<file path="config.mk">
export PLATFORM = sky130hd
export DESIGN_NAME = div_8by4
export DESIGN_NICKNAME = d
export VERILOG_FILES = /design/src/rtl/div_8by4.sv
export SDC_FILE = /design/constraint.sdc
export NUM_CORES = 1
export LEC_CHECK = 0
export BUFFER_PORTS_ARGS = -buffer_cell sky130_fd_sc_hd__buf_4
export CORE_MARGIN = 1
export CORE_UTILIZATION = 60
export DETAILED_ROUTE_END_ITERATION = 10
export PLACE_DENSITY = 0.83
export SYNTH_ARGS = -nofsm -noshare
export SYNTH_HDL_FRONTEND = slang
export SYNTH_SLANG_ARGS = --single-unit
</file>
<file path="constraint.sdc">
create_clock -name clk -period 3.5 [get_ports clk]
set_clock_uncertainty 0.05 [all_clocks]
set_input_delay 0.35 -clock clk [delete_from_list [all_inputs] [get_ports clk]]
set_output_delay 0.35 -clock clk [all_outputs]
set_load 0.01 [all_outputs]
</file>
<file path="src/rtl/div_8by4.sv">
// Sequential restoring divider: DVW-bit dividend by DSW-bit divisor, one quotient
// bit per SHIFT/SUB pair, with an init/done handshake shared with the multiplier core.
module div_8by4 #(
  parameter int unsigned DVW = 8,
  parameter int unsigned DSW = 4,
  parameter int unsigned CW  = 4
) (
  input  logic           clk,
  input  logic           rst_n,
  input  logic           init,
  input  logic [DVW-1:0] DV,
  input  logic [DSW-1:0] DS,
  output logic [DVW-1:0] Q,
  output logic [DSW-1:0] R,
  output logic           done,
  output logic           dz
);

  typedef enum logic [1:0] {
    IDLE  = 2'd0,
    SHIFT = 2'd1,
    SUB   = 2'd2,
    DONE  = 2'd3
  } state_t;

  state_t         state, state_nx;
  logic [DSW:0]   rem;
  logic [DVW-1:0] quot;
  logic [DSW-1:0] dsreg;
  logic [CW-1:0]  cnt;

  logic           sub_ok_c;
  logic [DSW:0]   rem_nx_c;
  logic [DVW-1:0] quot_nx_c;

  // Trial subtraction; the extra remainder bit absorbs the bit shifted in.
  always_comb begin
    sub_ok_c  = (rem >= {1'b0, dsreg});
    rem_nx_c  = sub_ok_c ? (rem - {1'b0, dsreg}) : rem;
    quot_nx_c = {quot[DVW-1:1], sub_ok_c};
  end

  always_ff @(posedge clk or negedge rst_n) begin
    if (!rst_n) state <= IDLE;
    else        state <= state_nx;
  end

  always_comb begin
    state_nx = state;
    case (state)
      IDLE:    if (init) state_nx = (DS == '0) ? DONE : SHIFT;
      SHIFT:   state_nx = SUB;
      SUB:     state_nx = (cnt == CW'(1)) ? DONE : SHIFT;
      DONE:    if (!init) state_nx = IDLE;
      default: state_nx = IDLE;
    endcase
  end

  // Datapath and registered outputs; Q/R/dz only move on entry to DONE.
  always_ff @(posedge clk or negedge rst_n) begin
    if (!rst_n) begin
      rem   <= '0;
      quot  <= '0;
      dsreg <= '0;
      cnt   <= '0;
      Q     <= '0;
      R     <= '0;
      done  <= 1'b0;
      dz    <= 1'b0;
    end else begin
      done <= (state_nx == DONE);
      case (state)
        IDLE: begin
          if (init) begin
            dsreg <= DS;
            if (DS == '0) begin
              Q  <= '1;
              R  <= '1;
              dz <= 1'b1;
            end else begin
              quot <= DV;
              rem  <= '0;
              cnt  <= CW'(DVW);
            end
          end
        end
        SHIFT: {rem, quot} <= {rem, quot} << 1;
        SUB: begin
          rem  <= rem_nx_c;
          quot <= quot_nx_c;
          cnt  <= cnt - CW'(1);
          if (cnt == CW'(1)) begin
            Q  <= quot_nx_c;
            R  <= rem_nx_c[DSW-1:0];
            dz <= 1'b0;
          end
        end
        default: ;
      endcase
    end
  end

endmodule
</file>
==> impl_results.md, run 1 <==
* Status: finished, final reports clean
* Post-synthesis sequential area ratio at 46.2%
* Hold_ws at 234 ps
* All-Layer GR Usage at 24.9%
* Mapped Cells at 201
* Max-slew violations at 0
* HPWL Detailed at 2910 um
* Synthesized area per cell at 9.98 um^2
* Synth area leaders: dfrtp_1 46%, a21oi_1 6.2%, ha_1 6.2%, nor2_1 4.1%, o22a_1 3.5%
* Worst Max-Slew Pin Slew at 560 ps
* Post-synthesis xor/xnor area fraction at 0.873%
* Clock Path Buffers at 2
* Achievable Freq at 441 MHz
* Synth top area share at 46.2%
* Worst hold path stage count at 2
* Post-CTS Setup Bufs at 0
* Yosys cell types at 42
* Die ar. at 3580 um^2
* FFs w/ async S/R, synth at 100%
* Top_reg_cell synth: dfrtp_1
* Critical Path Source Type: flip-flop
* Crit Path Max Fanout at 14
* Post-synthesis register bit count at 37
* Min Tclk post-route at 2270 ps
* Setup crit end kind: flip-flop
* Synthesized cell area at 2010 um^2
* Fraction of the mapped netlist area in adder cells at 7.24%
* Die Ht at 59.8 um
* Final worst path period share at 64.8%
* R2R Path Start: state[0]
* Largest net degree at the start of global routing at 38
* Placed cells at 266
* Worst hold path class: primary input to flip-flop
* Pwr dens at 845 nW/um^2
* List of most frequent post-synthesis cells: 37 x dfrtp_1, 25 x a21oi_1, 22 x nor2_1
* # hold bufs at CTS at 1
* Sink Count at 37
* Post-Synth Simple-Gate Area at 15.2%
* Setup violations, final at 0
* RSZ-0062 raised after global routing: false
* Drt total wl at 3990 um
* Row count at 20
* Lkg Pwr at 0.966 nW
* H-tree Lvls at 2
* CTS Root Cell: clkbuf_4
* Syn_nets at 227
* Antenna cells at 0
* Port bufs at 28
* Fin. Hold Viols at 0
* Final setup margin at 1230 ps
* Final nets at 256
* VDD IR-drop max at 0.425 mV
* Worst hold endpoint: dsreg[1]
* Total grt overflow at 0
* Antenna viol nets, final at 0
* Layout area overhead at 13.7%
* Arrival time worst endpoint at 2470 ps
* Num ports at 29
* CTS tree: done
* Post-Layout Cell Count at 275
* FILL cells at 261
* Warnings from Yosys at 0
* First-pass GRT wire length at 6440 um
* Worst EP required at 3700 ps
* Gpl congestion at 0.834
* Layout cell share with drive strength beyond 1 at 19.9%
* DR WL/cell at 14.5 um
* R2R setup slack at 1230 ps
* CP Class: flip-flop to flip-flop
* Cell with the most instances after synthesis: dfrtp_1
* Largest family of logic cells by synthesized area: compound AO/OA/AOI/OAI gates
* Maxcap violations at 0
* Pre-CTS setup slack at 1280 ps
* Synth area leader: dfrtp_1
* Post-synthesis compound-gate area fraction at 20.4%
* Vias in the first global route at 1,443
* Total iterations of the first detailed-routing run at 4
* Number of synthesized flops with an enable pin at 0
* Max_slew headroom at 62.7%
* R2r endpoint: R[1]
* Die Wd at 59.8 um
* Critical hold path startpoint: DS[1]
* Core area at 3100 um^2
* Number of gates resized after cts at 0
* Total CTS buffers at 5
* Vias at 1,578
* DR iter-0 viols at 75
* Initial Util at 64.6%
* Mux share of post-synthesis cell area at 4.87%
* TNS Setup at 0 ps
* Antenna violations before repair at 0
* R2R depth at 6
* CTS clk-pin slew, worst paths at 120 ps
* DR DRC count at 0
* Avg Vias per Cell at 5.74
* Worst-skew pair later-pin latency at 350 ps
per-stage QoR:
stage	utilization, %	cell area (um^2)	total power [mW]
2_1_floorplan	-	2010	1.48
3_3_place_gp	71.4	2210	1.64
3_5_place_dp	71.4	2210	1.70
4_1_cts	73.5	2280	1.93
5_1_grt	73.5	2280	2.08
6_report	73.5	2280	1.93
cell families (layout without fill, tap and decap cells):
kind of cell    Yosys count  in the layout
fa+ha+maj                11             11
buf+inv                  20             50
mux                       9              9
compound gates           59             59
xor+xnor                  2              2
simple gates             63             63
flops                    37             37
routing by layer:
metal  track usage [%]  share of wire, %
met2              42.1                49
met4              11.3               3.0
met5                 0                 0
met1              29.5                44
met3              6.71               3.9
cell type report:
| type | instances | area, um^2 | share of cell area [%] |
|---|---|---|---|
| multi-input combinational | 144 | 975 | 42.7 |
| sequential | 37 | 926 | 40.6 |
| timing repair buffer | 29 | 220 | 9.65 |
| tap | 44 | 55.1 | 2.41 |
| inverter | 13 | 48.8 | 2.14 |
| clock buffer | 6 | 41.3 | 1.81 |
| clock inverter | 2 | 15.0 | 0.658 |
layout by cell type (no fill, tap or decap), types with 2 or more instances in the layout:
master,Yosys,layout
dfrtp_1,37,37
o21ai_0,6,6
and2_1,3,3
clkinvlp_4,0,2
o221ai_1,2,2
nor2b_1,9,9
o31ai_1,2,2
nand2b_1,4,4
ha_1,10,10
a221o_1,2,2
inv_1,13,13
nand3_1,4,4
nand2_1,11,11
nor3_1,6,6
mux2_2,6,6
o22a_1,8,8
buf_4,1,28
clkbuf_4,1,5
a21oi_1,25,25
a22o_1,3,3
nor2_1,22,22
a31oi_1,2,2
mux2i_1,3,3
critical path: stages, from the launching register on:
cell and delay [ps]:
dfrtp_1 440, inv_1 110, ha_1 460, nand2_1 100, nor3_1 280, nand2b_1 310
o32a_1 430
state kept, by name, indices dropped and copies added, names as in the netlist, 2 cells and up:
signal,cells
Q,8
state,2
dsreg,4
R,4
quot,8
rem,5
cnt,4
worst max path at each step:
stage,end,startpoint
3_5_place_dp,R[1],state[0]
3_3_place_gp,R[1],state[0]
5_1_grt,quot[2],state[1]
4_1_cts,R[1],state[0]
2_1_floorplan,R[1],rem[2]
6_report,R[1],state[0]
power by group:
group          switching (mW)  total [mW]  internal [mW]
logic                   0.615        1.03          0.417
registers               0.113       0.677          0.563
clock network           0.141       0.219         0.0785
total                   0.869        1.93           1.06
No activity file was read; power rests on OpenSTA's default activity.
==> inputs of run 2 (changes only) <==
- ABC_AREA: not set -> 1
- CORE_UTILIZATION: 60 -> 51
- PLACE_DENSITY: 0.83 -> 0.75
- clock period: 3.5 -> 2 ns (I/O delays scaled with it)
==> run 2 against run 1 <==
Cell count rose by 29%. Cell area increased by 9.8%. Non-clock buffer count grew 3. Critical endpoint is now quot[2]. Largest cell class unchanged.
==> impl_results.md, run 2 <==
* H-tree Lvls at 2 (unchanged)
* Clock Path Buffers at 2 (unchanged)
* Routing usage on met3 at 5.99% (was 6.71%)
* Initial Util at 53.2% (was 64.6%)
* Arrival time worst endpoint at 1930 ps (was 2470 ps)
* Final nets at 329 (was 256)
* Final worst path period share at 91.4% (was 64.8%)
* Lkg Pwr at 1.30 nW (was 0.966 nW)
* Post-Layout Cell Count at 354 (was 275)
* Total iterations of the first detailed-routing run at 4 (unchanged)
* TNS Setup at 0 ps (unchanged)
* Crit Path Max Fanout at 14 (unchanged)
* Gpl congestion at 0.859 (was 0.834)
* Vias at 1,787 (was 1,578)
* M1 GR Usage at 30.1% (was 29.5%)
* Synth area leaders: dfrtp_1 43%, nand2_1 15%, inv_1 7.7%, ha_1 5.8%, o21ai_0 4.4% (was dfrtp_1 46%, a21oi_1 6.2%, ha_1 6.2%, nor2_1 4.1%, o22a_1 3.5%)
* Max_slew headroom at 62.5% (was 62.7%)
* Synthesized cell area at 2140 um^2 (was 2010 um^2)
* Overall power at 3.89 mW (was 1.93 mW)
* Synth top area share at 43.2% (was 46.2%)
* Number of synthesized flops with an enable pin at 0 (unchanged)
* Fin. Hold Viols at 0 (unchanged)
* Achievable Freq at 547 MHz (was 441 MHz)
* Status: finished, final reports clean (unchanged)
* Antenna cells at 0 (unchanged)
* DR DRC count at 0 (unchanged)
* VDD IR-drop max at 0.731 mV (was 0.425 mV)
* Pwr dens at 1550 nW/um^2 (was 845 nW/um^2)
* Mapped Cells at 268 (was 201)
* CTS clk-pin slew, worst paths at 80 ps (was 120 ps)
* Syn_nets at 294 (was 227)
* Layout area overhead at 16.9% (was 13.7%)
* DR iter-0 viols at 151 (was 75)
* Setup violations, final at 0 (unchanged)
* DR WL/cell at 12.3 um (was 14.5 um)
* Most common cell after layout, fill and taps aside: nand2_1 (was dfrtp_1)
* Antenna viol nets, final at 0 (unchanged)
* Largest regs: Q: 8 flops, quot: 8 flops, rem: 5 flops (unchanged)
* Avg Vias per Cell at 5.05 (was 5.74)
* Maxcap violations at 0 (unchanged)
* HPWL Detailed at 3240 um (was 2910 um)
* Met2 usage at 37.2% (was 42.1%)
* Top_reg_cell synth: dfrtp_1 (unchanged)
* CTS tree: done (unchanged)
* Synthesized area per cell at 7.99 um^2 (was 9.98 um^2)
* Total grt overflow at 0 (unchanged)
* Cell with the most instances after synthesis: nand2_1 (was dfrtp_1)
* Num ports at 29 (unchanged)
* Die Wd at 66.8 um (was 59.8 um)
* CP Class: flip-flop to flip-flop (unchanged)
* Drt total wl at 4350 um (was 3990 um)
* Yosys cell types at 29 (was 42)
* Synth area leader: dfrtp_1 (unchanged)
* Vias in the first global route at 1,693 (was 1,443)
* Total CTS buffers at 5 (unchanged)
* Sink Count at 37 (unchanged)
* Commonest non-fill, non-tap cells in the layout: 84 x nand2_1, 44 x inv_1, 37 x dfrtp_1, 31 x buf_4, 19 x o21ai_0 (was 37 x dfrtp_1, 28 x buf_4, 25 x a21oi_1, 22 x nor2_1, 13 x inv_1)
* Row count at 23 (was 20)
* Global-route layer with the greatest usage: met2 (unchanged)
* Worst EP required at 2100 ps (was 3700 ps)
* Antenna violations before repair at 0 (unchanged)
* Warnings from Yosys at 0 (unchanged)
* Post-synthesis sequential area ratio at 43.2% (was 46.2%)
* Die ar. at 4460 um^2 (was 3580 um^2)
* List of most frequent post-synthesis cells: 84 x nand2_1, 44 x inv_1, 37 x dfrtp_1 (was 37 x dfrtp_1, 25 x a21oi_1, 22 x nor2_1)
* Placed cells at 345 (was 266)
* FFs w/ async S/R, synth at 100% (unchanged)
* Max-slew violations at 0 (unchanged)
* Worst hold path class: primary input to flip-flop (unchanged)
* Critical Path Source Type: flip-flop (unchanged)
* Largest net degree at the start of global routing at 38 (unchanged)
* Post-synthesis register bit count at 37 (unchanged)
* Setup crit end kind: flip-flop (unchanged)
* Worst-skew pair later-pin latency at 290 ps (was 350 ps)
* RSZ-0062 raised after global routing: true (was false)
* Port bufs at 28 (unchanged)
* Worst Max-Slew Pin Slew at 562 ps (was 560 ps)
* Die Ht at 66.8 um (was 59.8 um)
* FILL cells at 372 (was 261)
* All-Layer GR Usage at 23.3% (was 24.9%)
* Min Tclk post-route at 1830 ps (was 2270 ps)
* Core area at 4030 um^2 (was 3100 um^2)
* Layout cell share with drive strength beyond 1 at 18.8% (was 19.9%)
* First-pass GRT wire length at 7560 um (was 6440 um)
* CTS Root Cell: clkbuf_8 (was clkbuf_4)
## run 2: layout make-up
type	count	area (um^2)	share of cell area [%]
inverter	48	180	7.19
timing repair buffer	32	243	9.69
clock inverter	3	17.5	0.699
clock buffer	5	68.8	2.75
tap	50	62.6	2.50
multi-input combinational	179	1010	40.2
sequential	37	926	37.0
## run 2: logic make-up after synthesis
| logic type | Yosys count | synth area share, % |
|---|---|---|
| fa+ha+maj | 11 | 6.78 |
| buf+inv | 52 | 9.87 |
| xor+xnor | 3 | 1.23 |
| compound gates | 40 | 12.9 |
| simple gates | 125 | 26.1 |
| flops | 37 | 43.2 |
## run 2: critical path: stages, from the launching register on
cell      delay [ps]
dfrtp_1          400
inv_1             90
ha_1             290
inv_1            270
o211ai_2         320
nand2_1          150
o21ai_0          110
## run 2: routing by layer
layer  vias to the layer above  share of wire [%]
met3                         8                4.2
met2                        33                 48
met5                         -                  0
li1                        914                  -
met4                         0                1.7
met1                       832                 46
## run 2: what timing repair did
action | CTS | global route
endpoints found under the hold margin | 37 | 0
gates resized for setup | 0 | 1
setup endpoints to repair | 0 | 6
setup buffers | 0 | 0
hold buffers | 1 | 0
## run 2: per-stage QoR
stage	area [um^2]	utilization (%)	hold slack (ps)	worst slack (ps)
2_1_floorplan	2140	-	-146	370
3_3_place_gp	2410	59.7	134	220
3_5_place_dp	2410	59.7	142	192
4_1_cts	2500	62.1	107	177
5_1_grt	2500	62.2	103	-2.20
6_report	2500	62.2	108	173
## run 2: final timing paths
kind	from	endpoint	slack (ps)	depth (start not counted)
setup / recovery	state[0]	quot[2]	170	6
hold / removal	DV[0]	quot[0]	110	3
setup reg to reg	state[0]	quot[2]	170	6
hold reg to reg	quot[0]	quot[0]	440	2
max in group asynchronous	rst_n	cnt[1]	1220	2
min in group asynchronous	rst_n	R[1]	340	2
## run 2: power by group
| group | total (mW) | switching, mW | internal, mW |
|---|---|---|---|
| sequential | 1.23 | 0.184 | 1.04 |
| combinational | 2.15 | 1.30 | 0.844 |
| clock | 0.513 | 0.273 | 0.240 |
